--- config.mk ---
export PLATFORM = sky130hd
export DESIGN_NAME = bsg_reg_bank
export DESIGN_NICKNAME = d
export VERILOG_FILES = /design/src/rtl/bsg_regs_pkg.sv /design/src/rtl/bsg_shadow_reg.sv /design/src/rtl/bsg_reg_bank.sv
export SDC_FILE = /design/constraint.sdc
export NUM_CORES = 1
export LEC_CHECK = 0
export ABC_AREA = 1
export CAP_MARGIN = 20
export CORE_ASPECT_RATIO = 2
export CORE_UTILIZATION = 55
export DETAILED_ROUTE_END_ITERATION = 16
export PLACE_DENSITY_LB_ADDON = 0.25
export SYNTH_ARGS = -nofsm -noshare
export SYNTH_HDL_FRONTEND = slang
export SYNTH_HIERARCHICAL = 1
export SYNTH_SLANG_ARGS = --single-unit
--- constraint.sdc ---
create_clock -name SYS_CLK -period 2.9 [get_ports SYS_CLK]
set_input_delay 0.29 -clock SYS_CLK [delete_from_list [all_inputs] [get_ports SYS_CLK]]
set_output_delay 0.29 -clock SYS_CLK [all_outputs]
set_load 0.01 [all_outputs]
--- src/rtl/bsg_regs_pkg.sv ---
// Register map constants and access-type lookup shared by the BSG register bank.
// Latency: n/a (constants and a pure function only).
// Backpressure: n/a.
package bsg_regs_pkg;

  // Register indices relative to BASE_ADDR.
  localparam int unsigned IDX_CONTROL = 0;
  localparam int unsigned IDX_STATUS  = 1;
  localparam int unsigned IDX_DATA0   = 2;

  // CONTROL bit positions.
  localparam int unsigned CTRL_COMMIT_BIT = 0;
  localparam int unsigned CTRL_IRQ_EN_BIT = 1;

  typedef enum logic [1:0] {
    ACC_RW,
    ACC_W1C,
    ACC_SHADOW
  } reg_access_t;

  // Access type of a register index; anything at or above IDX_DATA0 is a
  // double-buffered data register.
  function automatic reg_access_t reg_access(input int unsigned idx);
    if (idx == IDX_CONTROL) return ACC_RW;
    if (idx == IDX_STATUS)  return ACC_W1C;
    return ACC_SHADOW;
  endfunction

endpackage

--- src/rtl/bsg_shadow_reg.sv ---
// Double-buffered data register: software writes the shadow, commit copies it to active.
// Latency: shadow and active update on the edge that samples we/commit.
// Backpressure: none; every write/commit completes in one cycle.
//
// Ports:
//   clk, rst      clock and synchronous active-high reset
//   we, wdata     shadow write enable and data
//   commit        copy shadow into active on this edge
//   shadow        software-visible value
//   active        core-facing committed value
module bsg_shadow_reg #(
  parameter int DATA_WIDTH = 8
) (
  input  logic                  clk,
  input  logic                  rst,
  input  logic                  we,
  input  logic                  commit,
  input  logic [DATA_WIDTH-1:0] wdata,
  output logic [DATA_WIDTH-1:0] shadow,
  output logic [DATA_WIDTH-1:0] active
);

  always_ff @(posedge clk) begin
    if (rst) begin
      shadow <= '0;
      active <= '0;
    end else begin
      if (we) begin
        shadow <= wdata;
      end
      // A commit captures the shadow as it was before this edge.
      if (commit) begin
        active <= shadow;
      end
    end
  end

endmodule

--- src/rtl/bsg_reg_bank.sv ---
// Addressed register bank: CONTROL (RW + commit), STATUS (W1C + hw set), double-buffered DATA.
// Latency: reads return data_out/rd_valid one cycle after the request; writes take effect on the sampling edge.
// Backpressure: none; every request completes in fixed time, misses pulse addr_err.
//
// Ports:
//   SYS_CLK, rst              clock and synchronous active-high reset
//   read_flag, write_flag     access strobes, amba_addr/data_in qualify them
//   data_out, rd_valid        registered read data and its one-cycle strobe
//   addr_err                  one-cycle strobe for an access outside the map
//   hw_status_set             per-bit set pulses into STATUS
//   data_active               committed DATA values, register k at [k*DATA_WIDTH +: DATA_WIDTH]
//   commit_pulse, irq         commit strobe and level interrupt
module bsg_reg_bank
  import bsg_regs_pkg::*;
#(
  parameter int                    DATA_WIDTH = 8,
  parameter int                    ADDR_WIDTH = 8,
  parameter int                    NUM_REGS   = 4,
  parameter logic [ADDR_WIDTH-1:0] BASE_ADDR  = 8'h10
) (
  input  logic                                 SYS_CLK,
  input  logic                                 rst,
  input  logic                                 read_flag,
  input  logic                                 write_flag,
  input  logic [ADDR_WIDTH-1:0]                amba_addr,
  input  logic [DATA_WIDTH-1:0]                data_in,
  output logic [DATA_WIDTH-1:0]                data_out,
  output logic                                 rd_valid,
  output logic                                 addr_err,
  input  logic [DATA_WIDTH-1:0]                hw_status_set,
  output logic [(NUM_REGS-2)*DATA_WIDTH-1:0]   data_active,
  output logic                                 commit_pulse,
  output logic                                 irq
);

  localparam int NUM_DATA = NUM_REGS - 2;

  logic [ADDR_WIDTH-1:0] idx;
  logic                  hit;
  reg_access_t           acc;
  logic                  wr_hit;
  logic                  wr_ctrl;
  logic                  commit;
  logic [DATA_WIDTH-1:0] ctrl_d;
  logic [DATA_WIDTH-1:0] w1c_mask;
  logic [DATA_WIDTH-1:0] rd_val;

  logic [DATA_WIDTH-1:0] ctrl_q;
  logic [DATA_WIDTH-1:0] status_q;
  logic [NUM_DATA-1:0]   shadow_we;
  logic [DATA_WIDTH-1:0] shadow_q [NUM_DATA];
  logic [DATA_WIDTH-1:0] active_q [NUM_DATA];

  // The lower-bound test guards against the subtraction wrapping for
  // addresses below BASE_ADDR.
  assign idx = amba_addr - BASE_ADDR;
  assign hit = (amba_addr >= BASE_ADDR) && (idx < ADDR_WIDTH'(NUM_REGS));
  // Only meaningful under hit, where idx < NUM_REGS, so narrowing is safe.
  assign acc = reg_access(32'(idx));

  assign wr_hit  = write_flag && hit;
  assign wr_ctrl = wr_hit && (acc == ACC_RW);
  assign commit  = wr_ctrl && data_in[CTRL_COMMIT_BIT];

  // COMMIT is a trigger, never stored, so CONTROL always reads it as 0.
  always_comb begin
    ctrl_d                  = data_in;
    ctrl_d[CTRL_COMMIT_BIT] = 1'b0;
  end

  assign w1c_mask = (wr_hit && (acc == ACC_W1C)) ? data_in : '0;

  // Read mux works on pre-write state, giving read-before-write semantics
  // when a read and write hit the same register together.
  always_comb begin
    rd_val = '0;
    if (hit) begin
      case (acc)
        ACC_RW:  rd_val = ctrl_q;
        ACC_W1C: rd_val = status_q;
        ACC_SHADOW: begin
          for (int k = 0; k < NUM_DATA; k++) begin
            if (idx == ADDR_WIDTH'(IDX_DATA0 + k)) begin
              rd_val = shadow_q[k];
            end
          end
        end
        default: rd_val = '0;
      endcase
    end
  end

  for (genvar k = 0; k < NUM_DATA; k++) begin : g_data
    assign shadow_we[k] = wr_hit && (acc == ACC_SHADOW) &&
                          (idx == ADDR_WIDTH'(IDX_DATA0 + k));

    bsg_shadow_reg #(
      .DATA_WIDTH (DATA_WIDTH)
    ) u_shadow (
      .clk    (SYS_CLK),
      .rst    (rst),
      .we     (shadow_we[k]),
      .commit (commit),
      .wdata  (data_in),
      .shadow (shadow_q[k]),
      .active (active_q[k])
    );

    assign data_active[k*DATA_WIDTH +: DATA_WIDTH] = active_q[k];
  end

  always_ff @(posedge SYS_CLK) begin
    if (rst) begin
      ctrl_q       <= '0;
      status_q     <= '0;
      data_out     <= '0;
      rd_valid     <= 1'b0;
      addr_err     <= 1'b0;
      commit_pulse <= 1'b0;
    end else begin
      if (wr_ctrl) begin
        ctrl_q <= ctrl_d;
      end
      // Set has priority over a same-cycle clear.
      status_q     <= (status_q & ~w1c_mask) | hw_status_set;
      rd_valid     <= read_flag;
      if (read_flag) begin
        data_out <= rd_val;
      end
      addr_err     <= (read_flag || write_flag) && !hit;
      commit_pulse <= commit;
    end
  end

  // Built only from flops, so no input-to-irq combinational path.
  assign irq = ctrl_q[CTRL_IRQ_EN_BIT] && (|status_q);

endmodule
-- After elaboration in Yosys (flattened, before gate mapping)
Cells that the tools add are included.
- input port bits: 28
- output and inout bits: 28
- bits in writable memories: 0
- memories kept: 0
- latch bits: 0
- bits in registers: 58
- ROM bits: 0
- eq/ne operators: 5
- add/sub/neg operators: 1
- div/mod/pow operators: 0
- bitwise logic cells: 3
- magnitude comparators: 2
- multipliers: 0
- shift-type cells: 0
- reduce and logical (&&, ||, !) cells: 15
- multiplexer cells: 12
- operator list (cell ; count):
    $mux 8 ; 4
    $pmux 8 s3 ; 1
    $eq 8x2->1 const B ; 2
    $logic_and 1x1->1 ; 10
    $and 8x8->8 ; 1
    $eq 8x1->1 const B ; 1
    $ge 8x5->1 const B ; 1
    $logic_not 8->1 ; 1
    $lt 8x3->1 const B ; 1
    $mux 2 ; 4
    $not 8->8 ; 1
    $or 8x8->8 ; 1
    $reduce_or 8->1 ; 1
    $sub 8x5->8 const B ; 1
    $mux 1 ; 3
    $eq 2x1->1 const B ; 1
    $eq 2x2->1 const B ; 1
    $logic_not 2->1 ; 1
    $logic_not 1->1 ; 1
    $logic_or 1x1->1 ; 1

-- Depth between registers and ports, before layout
- depth after elaboration: 12
- gate-level depth with buffers: 11
- depth with buffers taken out: 8

-- Hierarchy
Netlist, hierarchy kept.
- modules (own cells, without submodules) (module ; cells an instance ; times used ; sequential area each (um2) ; area each (um2)):
    bsg_reg_bank ; 196 ; 1 ; 520.5 ; 1406.3
    bsg_shadow_reg ; 102 ; 2 ; 320.3 ; 698.2

-- Worst setup path before layout
OpenSTA, ideal clock, no wires.
- path type: input to register
- start: input port amba_addr[5]
- end: register g_data[0].u_shadow.active[5]
- path buffers: 3
- stages on the path: 11
- setup time: 113 ps
- setup slack: 1420 ps
- arrival time: 1367 ps
- required time: 2787 ps
- path through: inv_1 -> nand2_1 -> nor2_4 -> nand3_4 -> buf_6 -> nor2_1 -> buf_6 -> buf_8 -> nand2_2 -> nand2_1 -> nor2_1
- word-level cells in the longest chain between the ends: 9
- RTL lines (what ; line ; text):
    start, declared ; bsg_reg_bank.sv:25 ; input logic [ADDR_WIDTH-1:0] amba_addr,
    $sub 8x5->8 ; bsg_reg_bank.sv:56 ; assign idx = amba_addr - BASE_ADDR;
    $eq 8x1->1 ; bsg_regs_pkg.sv:25 ; if (idx == IDX_STATUS) return ACC_W1C;
    $mux 1 (2 in series) ; bsg_regs_pkg.sv:25 ;
    $mux 2 ; bsg_regs_pkg.sv:26 ; return ACC_SHADOW;
    $mux 2 ; bsg_regs_pkg.sv:25 ;
    $logic_not 2->1 ; bsg_reg_bank.sv:62 ; assign wr_ctrl = wr_hit && (acc == ACC_RW);
    $logic_and 1x1->1 (*) ; bsg_reg_bank.sv:62 ;
    $logic_and 1x1->1 (*) ; bsg_reg_bank.sv:63 ; assign commit = wr_ctrl && data_in[CTRL_COMMIT_BIT];
    net commit ; bsg_reg_bank.sv:43 ; logic commit;
    end signal, assigned ; bsg_shadow_reg.sv:33 ; active <= shadow;
    end, declared ; bsg_shadow_reg.sv:20 ; output logic [DATA_WIDTH-1:0] active
Mark *: on every way through the listed nets, which the timed path passes. The rest lies on a longest branch. The select of a mux whose other input is x is not followed.
A chain may end at the register's enable or synchronous reset.

-- Final worst setup path
- start: register status_q[6]
- end: output port irq
- word-level cells in the longest chain between the ends: 2
- RTL lines (what ; line ; text):
    start, declared ; bsg_reg_bank.sv:49 ; logic [DATA_WIDTH-1:0] status_q;
    start signal, assigned ; bsg_reg_bank.sv:125 ; status_q <= (status_q & ~w1c_mask) | hw_status_set;
    $reduce_or 8->1 ; bsg_reg_bank.sv:136 ; assign irq = ctrl_q[CTRL_IRQ_EN_BIT] && (|status_q);
    $logic_and 1x1->1 ; bsg_reg_bank.sv:136 ;
    end, declared ; bsg_reg_bank.sv:33 ; output logic irq
Every way passes these cells.

==> flow_summary_export.csv <==
group,metric,value,unit
floorplan,chipHeight,103,um
detailed_routing,firstDrtPassIters,4,
detailed_routing,wl,6.68,mm
global_route,antenna_found_initial,0,
clock_network,clkSinkCount,58,
cells_and_area,layout.nets,481,
yosys,syn_area,2800,um^2
global_route,grt_pass1_wl,10.9,mm
sta,hold_violations,0,
detailed_routing,drcViolationCount,0,
yosys,synth_cell_types,23,
setup_path,arrival,1.78,ns
sta,worstMarginPinSlew,0.499,ns
sta,relSlewSlack,66.6,%
clock_network,postCtsSetupBuffers,0,
hold_path,min_path_cells,2,
outcome,status,"complete, no violations",
clock_network,clock_latency,0.33,ns
sta,post-route-min-period,2.07,ns
hold_path,hold_class,"reg -> reg",
detailed_routing,wl_per_cell,13.0,um
setup_path,crit_fanout,3,
setup_path,end_kind,"output pin",
setup_path,cp.required,2.61,ns
clock_network,clk_pin_slew,0.06,ns
clock_network,clockBufferDepth,2,
sta,max_clock_freq,484,MHz
sta,slew_violations,0,
setup_path,r2r_end,"data_out[3]$_SDFFE_PP0P_",
place,hpwl,4.92,mm
hold_path,hold_end,"data_out[0]$_SDFFE_PP0P_",
cells_and_area,fillers,421,
global_route,gr-total-overflow,0,
sta,rsz0062_at_grt,"false",
cells_and_area,n_antenna_cell,0,
global_route,grt_max_degree,33,
detailed_routing,drt_first_iter_violations,89,
detailed_routing,ant_nets,0,
cells_and_area,area_growth_syn_to_layout,24.2,%
clock_network,root_buffer,"clkbuf_8",
yosys,ys_warn_count,6,
yosys,ys_ff_latch,58,
detailed_routing,via_per_inst,5.17,
place,portBuffers,55,
pwr,peakVddDrop,0.518,mV
sta,fin_worst_skew,0.00448,ns
setup_path,reg2reg_depth,4,
clock_network,cts_tree,"done",
pwr,pwr_density_cell,471,nW/um^2
yosys,postSynthCellCount,400,
floorplan,fp.dieW,52.5,um
sta,fin_crit_sh,71.2,%
sta,finalSetupViolations,0,
floorplan,initial_core_util,57.6,%
setup_path,critical_path_class,"reg -> out",
floorplan,row_count,36,
floorplan,boundaryPins,56,
sta,hold-worst-slack,0.464,ns
cells_and_area,drive_above_1_share,11.8,%
setup_path,reg2reg_from,"status_q[3]$_SDFF_PP0_",
pwr,p_leak,1.45,nW
floorplan,fp.coreArea,4860,um^2
setup_path,critPathLaunchType,"flop",
yosys,ys_seq_area_share,41.4,%
cells_and_area,final_core_util,71.6,%
place,gp_congestion,0.970,
sta,fin_tns_setup,0,ns
clock_network,postCtsHoldBufs,0,
yosys,syn_area_per_cell,7.01,um^2
setup_path,r2r_setup_slack,1.98,ns
flow_run,maxCapViolCount,0,
global_route,track_usage,27.8,%
yosys,synth_nets,428,
hold_path,hold_start,"data_out[0]$_SDFFE_PP0P_",
global_route,grt_pass1_vias,2467,
floorplan,dieArea,5400,um^2
clock_network,numCtsBuffers,9,
clock_network,cts_resized,0,
detailed_routing,via_count,2660,
clock_network,h-tree-depth,3,
-- worst max-delay path by stage --
stage	to	slack [ns]	start
finish	irq	0.83	status_q[6]$_SDFF_PP0_
global route	irq	0.78	status_q[6]$_SDFF_PP0_
CTS	irq	0.88	status_q[6]$_SDFF_PP0_
detailed placement	g_data[0].u_shadow/active[1]$_SDFFE_PP0P_	0.68	amba_addr[1]
global placement	g_data[0].u_shadow/active[0]$_SDFFE_PP0P_	0.74	amba_addr[1]
floorplan	g_data[0].u_shadow/active[5]$_SDFFE_PP0P_	1.42	amba_addr[5]
-- power by group --
part	leakage, nW	internal (mW)	switching, mW
sequential	0.470	0.808	0.00819
combinational	0.892	0.0604	0.0838
clock	0.0900	0.381	0.297
-- state kept, by name (all words and copies together), names as in the netlist --
| name | cells |
|---|---|
| g_data.u_shadow/active | 16 |
| addr_err | 1 |
| rd_valid | 1 |
| ctrl_q | 7 |
| g_data.u_shadow/shadow | 16 |
| status_q | 8 |
| commit_pulse | 1 |
| data_out | 8 |
-- routing by layer --
metal | vias to the layer above | GRT usage, % | routed length [um]
li1 | 1354 | - | -
met5 | - | 0 | 0
met1 | 1209 | 28.4 | 2500
met4 | 0 | 16.4 | 297
met3 | 21 | 6.19 | 244
met2 | 76 | 49.6 | 3630
-- cells in the mapped netlist (all sizes together) --
cell type    n  area (um^2)
o211ai       1         7.51
buf         17          174
o21ai       14         70.1
inv         57          219
clkbuf       2         7.51
nand3       17         97.6
nand4       24          150
nand2      102          415
nor4         3         18.8
a21oi       18         90.1
dfxtp       58         1160
nor3         3         31.3
nor2        84          360
-- cell usage in the layout, fill, tap and decap left out, types with 2 or more instances in the layout --
cell             netlist  routed
inv_2                 10      10
nor2_4                 6       6
nand3_1               16      16
nand2_1               89      89
clkbuf_8               0      12
clkbuf_1               2       3
a21oi_1               18      18
dfxtp_1               58      58
nand4_1               24      24
nand2_2               13      13
nor4_1                 3       2
clkdlybuf4s50_1        0      55
inv_1                 46      46
nor2_1                78      77
buf_4                  2       6
o21ai_1               14      14
-- metrics by stage --
stage               power (mW)  setup WS [ns]  instances  instance area [um^2]
floorplan                0.907           1.42        400                  2800
global placement         0.973          0.742        499                  3300
detailed placement       0.976          0.678        499                  3300
CTS                       1.65          0.883        515                  3480
global route              1.71          0.775        515                  3480
finish                    1.64          0.835        515                  3480
-- kinds of logic after synthesis --
family	after synthesis	share of synthesized area, %
flops	58	41.4
simple gates	233	38.3
compound gates	33	5.98
buf+inv	76	14.3
-- final cells by class --
class	count	area, um^2	area share, %
clock buffer	15	176	5.07
tap	57	71.3	2.05
multi-input combinational	266	1250	35.9
clock inverter	1	7.51	0.216
inverter	57	219	6.29
timing repair buffer	61	596	17.1
sequential	58	1160	33.4
-- worst max-delay path, stage by stage (launching register included) --
cell and delay [ns]:
dfxtp_1 0.33, nor4_1 0.47, a21oi_1 0.14, clkdlybuf4s50_1 0.51
No activity file was read; power rests on OpenSTA's default activity.
